==> src/rtl/bcd2bin_pkg.sv <==
// Shared types and helpers for the BCD/binary conversion blocks.
// Holds the converter state encoding, result-width sizing and digit validation.
package bcd2bin_pkg;

  typedef enum logic [1:0] {
    ST_IDLE = 2'd0,
    ST_OP   = 2'd1,
    ST_DONE = 2'd2
  } state_t;

  // Smallest width whose range covers every NDIGITS-digit decimal value.
  function automatic int calc_bw(input int ndig);
    longint p;
    int     b;
    p = 1;
    for (int i = 0; i < ndig; i++) p = p * 10;
    b = 0;
    for (int i = 0; i < 63; i++) begin
      if ((longint'(1) << b) < p) b = b + 1;
    end
    return b;
  endfunction

  // Up to 8 digits are supported, so callers pass the value zero-extended to 32 bits.
  function automatic logic bcd_all_valid(input logic [31:0] v, input int ndig);
    logic ok;
    ok = 1'b1;
    for (int i = 0; i < 8; i++) begin
      if (i < ndig && v[4*i +: 4] > 4'd9) ok = 1'b0;
    end
    return ok;
  endfunction

endpackage

==> src/rtl/bcd2bin.sv <==
// Sequential BCD-to-binary converter using reverse double-dabble, one bit per clock.
// Shares the start/ready/done_tick handshake with the binary-to-BCD converter.
module bcd2bin
  import bcd2bin_pkg::*;
#(
  parameter int NDIGITS = 4,
  localparam int BW     = calc_bw(NDIGITS)
) (
  input  logic                 clk,
  input  logic                 rst,
  input  logic                 start,
  input  logic [4*NDIGITS-1:0] bcd,
  output logic                 ready,
  output logic                 done_tick,
  output logic [BW-1:0]        bin,
  output logic                 err
);

  localparam int W  = 4 * NDIGITS;
  localparam int NW = $clog2(W);
  localparam logic [NW-1:0] N_LAST = NW'(W - 1);

  state_t          state_q, state_d;
  logic [W-1:0]    bcd_q, bcd_d;
  logic [W-1:0]    acc_q, acc_d;
  logic [NW-1:0]   n_q, n_d;
  logic [BW-1:0]   bin_q, bin_d;
  logic            err_q, err_d;

  logic [W-1:0]    bcd_sh, bcd_fix, acc_sh;

  // Shift {bcd_q, acc_q} right by one; the LSB of the BCD side feeds the accumulator MSB.
  assign bcd_sh = {1'b0, bcd_q[W-1:1]};
  assign acc_sh = {bcd_q[0], acc_q[W-1:1]};

  for (genvar g = 0; g < NDIGITS; g++) begin : g_fix
    assign bcd_fix[4*g +: 4] = (bcd_sh[4*g +: 4] >= 4'd8) ? (bcd_sh[4*g +: 4] - 4'd3)
                                                           : bcd_sh[4*g +: 4];
  end

  always_comb begin
    state_d = state_q;
    bcd_d   = bcd_q;
    acc_d   = acc_q;
    n_d     = n_q;
    bin_d   = bin_q;
    err_d   = err_q;
    unique case (state_q)
      ST_IDLE: begin
        if (start) begin
          bcd_d = bcd;
          acc_d = '0;
          n_d   = N_LAST;
          if (!bcd_all_valid(32'(bcd), NDIGITS)) begin
            err_d   = 1'b1;
            bin_d   = '0;
            state_d = ST_DONE;
          end else begin
            state_d = ST_OP;
          end
        end
      end
      ST_OP: begin
        bcd_d = bcd_fix;
        acc_d = acc_sh;
        // Results are published only on entry to DONE so bin/err stay stable meanwhile.
        if (n_q == '0) begin
          bin_d   = acc_sh[BW-1:0];
          err_d   = 1'b0;
          state_d = ST_DONE;
        end else begin
          n_d = n_q - NW'(1);
        end
      end
      ST_DONE: state_d = ST_IDLE;
      default: state_d = ST_IDLE;
    endcase
  end

  always_ff @(posedge clk) begin
    if (rst) begin
      state_q <= ST_IDLE;
      bin_q   <= '0;
      err_q   <= 1'b0;
    end else begin
      state_q <= state_d;
      bin_q   <= bin_d;
      err_q   <= err_d;
    end
  end

  // Working registers are always loaded before use, so they carry no reset.
  always_ff @(posedge clk) begin
    bcd_q <= bcd_d;
    acc_q <= acc_d;
    n_q   <= n_d;
  end

  assign ready     = (state_q == ST_IDLE);
  assign done_tick = (state_q == ST_DONE);
  assign bin       = bin_q;
  assign err       = err_q;

endmodule

==> config.mk <==
export PLATFORM = sky130hd
export DESIGN_NAME = bcd2bin
export DESIGN_NICKNAME = d
export VERILOG_FILES = /design/src/rtl/bcd2bin_pkg.sv /design/src/rtl/bcd2bin.sv
export SDC_FILE = /design/constraint.sdc
export NUM_CORES = 1
export LEC_CHECK = 0
export CORE_MARGIN = 5
export CORE_UTILIZATION = 25
export CTS_BUF_LIST = sky130_fd_sc_hd__clkbuf_2
export CTS_CLUSTER_SIZE = 20
export DETAILED_ROUTE_END_ITERATION = 10
export GPL_TIMING_DRIVEN = 1
export RECOVER_POWER = 100
export SYNTH_ARGS = -nofsm -noshare
export SYNTH_HDL_FRONTEND = slang
export SYNTH_SLANG_ARGS = --single-unit
==> constraint.sdc <==
create_clock -name clk -period 2.2 [get_ports clk]
set_input_delay 0.22 -clock clk [delete_from_list [all_inputs] [get_ports clk]]
set_output_delay 0.22 -clock clk [all_outputs]
set_load 0.01 [all_outputs]
==> out/metrics.cfg, run 1 <==
[outcome]
outcome=finished, final reports clean

[finish]
syn_to_final_growth_pct=19.9
final_cell_mix=edfxtp_1, nand2_1, o21ai_0, clkdlybuf4s50_1
fin_nets=299
layout_commonest_cell=edfxtp_1
drive_gt1_frac=0.0766
num_antenna_cells=0
finish.utilization=0.304

[clocking]
cts_buffers=5
clkSinkCount=52
clockBufferDepth=2
clk_latency_ps=430
postCtsSetupBuffers=0
cts_tree=built
cts_htree_levels=2
cts_root_buffer=clkbuf_2
cts_hold_buf=0
path_clk_slew_ps=250
cts_resized=0

[drt]
drt_iter0_drc=65
routed_wl_mm=5.44
met1_length_mm=2.65
met2_length_mm=2.50
ant_nets=0
topRoutingLayerUsed=met4
post-route-drc-count=0
first_pass_iters=4
wl_met3_microns=250
vias_per_cell=4.46
vias=1830
wl_per_cell_microns=13.3

[timing]
tightest_slew_ps=939
drv_slew=0
tns_ps=0
rsz0062_at_grt=false
max_freq_mhz=495
hold_viol=0
finClkSkew_ps=16.6
finalSetupViolations=0
fin_crit_ps=2020
slew_headroom=0.371
period_share=0.918

[power]
powerDensity_nw_per_um2=586
ir_drop_mv=0.219
power.switching_uw=446
leakage_uw=0.00122
p_comb_frac=0.104
netSwitchingFraction=0.245
p_int_uw=1380
pwr-share-clk=0.274
seq_power_share=0.622

[synth]
synth_edf_count=35
synth.yosys.seq_area_share=0.536
ys_ff_latch=52
synth_area_sq_um=2600
synth_ff_type=edfxtp_1
yosysTopAreaCellShare=0.405
synth_top_area_cell=edfxtp_1
syn_inst=239
yosys_warnings=0
syn_avg_cell_area_sq_um=10.9
synth.area.top_cells=edfxtp_1, dfxtp_1, and3b_1
syn_nets=265
async_flop_share=0
synth.distinct_cells=37

[min_path]
holdPathStages=3
hold_class=in2reg
min_to=bcd_q[12]
hp-start=bcd[12]

[critical_path]
r2r_cells=2
cp.arrival_ps=2120
cp.required_ps=2300
r2r-start=state_q[0]
start_kind=register
crit_type=reg2reg
worstReg2RegEnd=bcd_q[7]
cp_max_fo=24
rrSetupSlack_ps=180
crit_path_end_kind=register

[floorplanning]
initial_core_util=0.254
die_h_microns=112
die_x_microns=112
num_rows=37
coreArea_sq_um=10200
ios=36
die_area_sq_um=12500

[global_routing]
grt_pass1_vias=1795
grt_pass1_wl_mm=8.76
gr-total-overflow=0
track_usage=0.0861
grt_max_degree=27
grt_antenna_before_repair=0

[job]
cap_violations=0

[place]
place.gp.congestion=0.769
port_buffers=35
dpl.hpwl_mm=3.76

## worst max-delay path, cell delays in order, from the launching register on
cell      delay [ps]
dfxtp_1          590
o21ba_1          490
clkbuf_2         610
## sequential cells by signal, indices dropped and copies added (netlist names)
register / flops
err: 1
bin: 14
n_q: 4
acc_q: 15
state_q: 2
bcd_q: 16
## cell families (layout without fill, tap and decap cells)
| family | after synthesis | after routing | synth area share |
|---|---|---|---|
| fa+ha+maj | 7 | 7 | 0.0337 |
| compound gates | 54 | 54 | 0.126 |
| mux | 3 | 3 | 0.0116 |
| flops | 52 | 52 | 0.536 |
| buf+inv | 24 | 59 | 0.0554 |
| simple gates | 91 | 91 | 0.211 |
| xor+xnor | 8 | 8 | 0.0270 |
## worst max path at each step
stage / start / to / slack (ps)
6_report: state_q[0] / bcd_q[7] / 180
5_1_grt: state_q[0] / bcd_q[1] / 60
4_1_cts: state_q[1] / done_tick / 30
3_5_place_dp: n_q[0] / state_q[1] / 300
3_3_place_gp: n_q[0] / state_q[1] / 370
2_1_floorplan: state_q[1] / n_q[0] / 440
## Yosys cell counts, drive strengths merged, types with 7 or more instances
library cell / n
inv: 10
dfxtp: 17
and3b: 14
nand2: 28
nand3: 15
a31oi: 14
o21ai: 31
buf: 9
edfxtp: 35
ha: 7
xnor2: 8
and2: 18
## final cells by class
| cell class | instances | area [sq um] |
|---|---|---|
| Tap cell | 136 | 170 |
| Multi-Input combinational cell | 163 | 1060 |
| Fill cell | 1068 | 7120 |
| Inverter | 10 | 37.5 |
| Clock buffer | 5 | 25.0 |
| Sequential cell | 52 | 1390 |
| Clock inverter | 3 | 41.3 |
| Timing Repair Buffer | 41 | 389 |
## power groups by stage
stage	registers, uW	clock network [uW]	logic (uW)
after floorplan	1140	0	119
after global placement	1150	0	195
after detailed placement	1150	0	201
after CTS	1130	524	203
after global routing	1140	564	210
final	1130	501	189
## metal layers
metal / GRT usage / vias up
met5: 0 / -
met4: 0.0219 / 0
met3: 0.0228 / 4
met2: 0.143 / 38
met1: 0.112 / 872
li1: - / 916
## per-stage QoR
| stage | setup WS, ps | power (uW) | hold slack [ps] | cell area [sq um] | instances |
|---|---|---|---|---|---|
| global placement | 370 | 1350 | 456 | 3070 | 402 |
| global route | 62.1 | 1920 | 370 | 3110 | 410 |
| detailed placement | 295 | 1360 | 463 | 3070 | 402 |
| finish | 180 | 1820 | 425 | 3110 | 410 |
| floorplan | 441 | 1260 | 401 | 2600 | 239 |
| CTS | 30.5 | 1860 | 387 | 3130 | 410 |
(Power assumes the default switching activity.)
==> inputs of run 2 (changes only) <==
--- a/config.mk
+++ b/config.mk
@@ -5,12 +5,14 @@
 export SDC_FILE = /design/constraint.sdc
 export NUM_CORES = 1
 export LEC_CHECK = 0
+export ABC_CLOCK_PERIOD_IN_PS = 2200
 export CORE_MARGIN = 5
 export CORE_UTILIZATION = 25
 export CTS_BUF_LIST = sky130_fd_sc_hd__clkbuf_2
 export CTS_CLUSTER_SIZE = 20
 export DETAILED_ROUTE_END_ITERATION = 10
 export GPL_TIMING_DRIVEN = 1
+export MAX_ROUTING_LAYER = met4
 export RECOVER_POWER = 100
 export SYNTH_ARGS = -nofsm -noshare
 export SYNTH_HDL_FRONTEND = slang
==> run 2 against run 1 <==
  * Routed wire length grew 0.31%
  * Power grew 0.45%
  * Sequential cell count is the same
  * Critical path depth is the same
  * Hold slack lost 8.5 ps
  * Worst setup slack gained 61 ps
  * Count of clock-buffer cells in the layout is the same
  * Via count shrank 0.77%
  * Cell area grew 0.48%
  * Clock power is essentially flat
  * First-iteration DRC count shrank 1.5%
  * Utilization grew 0.15 points
==> out/metrics.cfg, run 2 (same netlist as run 1, synthesis figures left out) <==
[clocking]
postCtsSetupBuffers=0  ; unchanged
cts_buffers=5  ; unchanged
cts_tree=built  ; unchanged
cts_resized=0  ; unchanged
path_clk_slew_ps=250  ; about the same
cts_htree_levels=2  ; unchanged
clkSinkCount=52  ; unchanged
clk_latency_ps=430  ; about the same
clockBufferDepth=2  ; unchanged
cts_root_buffer=clkbuf_2  ; unchanged
cts_hold_buf=0  ; unchanged

[drt]
wl_per_cell_microns=13.3  ; about the same
vias_per_cell=4.43  ; was 4.46
routed_wl_mm=5.46  ; was 5.44 mm
post-route-drc-count=0  ; unchanged
vias=1816  ; was 1,830
drt_iter0_drc=64  ; was 65
first_pass_iters=4  ; unchanged
ant_nets=0  ; unchanged

[finish]
num_antenna_cells=0  ; unchanged
max_flop_register=bcd_q  ; unchanged
drive_gt1_frac=0.0766  ; unchanged
fin_nets=299  ; unchanged
largest_reg_flops=16  ; unchanged
final_cell_mix=edfxtp_1, nand2_1, o21ai_0, clkdlybuf4s50_1  ; unchanged
layout_commonest_cell=edfxtp_1  ; unchanged
syn_to_final_growth_pct=20.4  ; was 19.9%

[floorplanning]
die_area_sq_um=12500  ; unchanged
ios=36  ; unchanged
die_x_microns=112  ; unchanged
die_h_microns=112  ; unchanged
initial_core_util=0.254  ; unchanged
num_rows=37  ; unchanged
coreArea_sq_um=10200  ; unchanged

[timing]
drv_slew=0  ; unchanged
period_share=0.890  ; was 0.918
slew_headroom=0.369  ; was 0.371
max_freq_mhz=511  ; was 495 MHz
hold_ws_ps=416  ; was 425 ps
tns_ps=0  ; unchanged
finClkSkew_ps=11.8  ; was 16.6 ps
hold_viol=0  ; unchanged
rsz0062_at_grt=false  ; unchanged
finalSetupViolations=0  ; unchanged
tightest_slew_ps=943  ; was 939 ps
fin_crit_ps=1960  ; was 2020 ps

[place]
port_buffers=35  ; unchanged
dpl.hpwl_mm=3.76  ; unchanged
place.gp.congestion=0.780  ; was 0.769

[critical_path]
crit_path_end_kind=output port  ; was register
cp.required_ps=1980  ; was 2300 ps
cp_max_fo=10  ; was 24
crit_type=reg2out  ; was reg2reg
start_kind=register  ; unchanged
cp.arrival_ps=1740  ; was 2120 ps

[global_routing]
grt_antenna_before_repair=0  ; unchanged
grt_pass1_vias=1792  ; was 1,795
track_usage=0.0887  ; was 0.0861
grt_max_degree=27  ; unchanged
gr-total-overflow=0  ; unchanged
grt_pass1_wl_mm=8.77  ; was 8.76 mm

[power]
leakage_uw=0.00122  ; about the same
netSwitchingFraction=0.246  ; was 0.245
powerDensity_nw_per_um2=586  ; about the same
power.switching_uw=450  ; was 446 uW
p_int_uw=1380  ; about the same
pwr-share-clk=0.275  ; was 0.274
p_comb_frac=0.106  ; was 0.104
seq_power_share=0.619  ; was 0.622
ir_drop_mv=0.220  ; was 0.219 mV

[outcome]
outcome=finished, final reports clean  ; unchanged

[job]
cap_violations=0  ; unchanged

[min_path]
hold_class=in2reg  ; unchanged

## run 2: cell count changes in the layout (fill, tap and decap cells not counted)
| cell | previous run | this run |
|---|---|---|
| buf_12 | 0 | 1 |
| clkbuf_2 | 6 | 5 |
## run 2: layer usage
metal | share of wire | vias to the layer above | track usage
met4 | 0.0044 | 0 | 0.0219
met5 | 0 | - | -
li1 | - | 915 | -
met1 | 0.49 | 854 | 0.113
met3 | 0.051 | 2 | 0.0217
met2 | 0.45 | 45 | 0.142
## run 2: area by class of cell
class                   count  area [sq um]
clock buffers               5          25.0
repair buffers             41           404
fillers                  1066          7100
multi-input cells         163          1060
inverters                  10          37.5
clock inverters             3          41.3
well taps                 136           170
flip-flops and latches     52          1390
## run 2: stage by stage
| stage | cell area (sq um) | total power, uW | worst slack, ps | cells | utilization |
|---|---|---|---|---|---|
| 2_1_floorplan | 2600 | 1260 | 441 | 239 | - |
| 3_3_place_gp | 3070 | 1350 | 370 | 402 | 0.300 |
| 3_5_place_dp | 3070 | 1360 | 295 | 402 | 0.300 |
| 4_1_cts | 3130 | 1860 | 30.5 | 410 | 0.306 |
| 5_1_grt | 3130 | 1920 | 78.7 | 410 | 0.306 |
| 6_report | 3130 | 1830 | 242 | 410 | 0.306 |
## run 2: path summary, 6_finish.rpt
path | from | to | slack (ps) | cells past startpoint
max | state_q[0] | done_tick | 240 | 2
min | bcd[12] | bcd_q[12] | 420 | 3
max reg2reg | n_q[0] | state_q[1] | 250 | 5
min reg2reg | bin[2] | bin[2] | 500 | 2
## run 2: power by group through the flow
| stage | registers [uW] | clock network [uW] | logic [uW] |
|---|---|---|---|
| 2_1_floorplan | 1140 | 0 | 119 |
| 3_3_place_gp | 1150 | 0 | 195 |
| 3_5_place_dp | 1150 | 0 | 201 |
| 4_1_cts | 1130 | 524 | 203 |
| 5_1_grt | 1140 | 565 | 216 |
| 6_report | 1130 | 504 | 195 |
## run 2: worst max-delay path, cell delays in order, from the launching register on
cell             delay, ps
dfxtp_1                580
and2b_2                260
clkdlybuf4s50_1        470
==> inputs of run 3 (changes only) <==
--- a/config.mk
+++ b/config.mk
@@ -6,6 +6,7 @@
 export NUM_CORES = 1
 export LEC_CHECK = 0
 export ABC_CLOCK_PERIOD_IN_PS = 2200
+export CAP_MARGIN = 10
 export CORE_MARGIN = 5
 export CORE_UTILIZATION = 25
 export CTS_BUF_LIST = sky130_fd_sc_hd__clkbuf_2
==> results of run 3 <==
Final layout, timing and power as in run 2 (identical DEF).
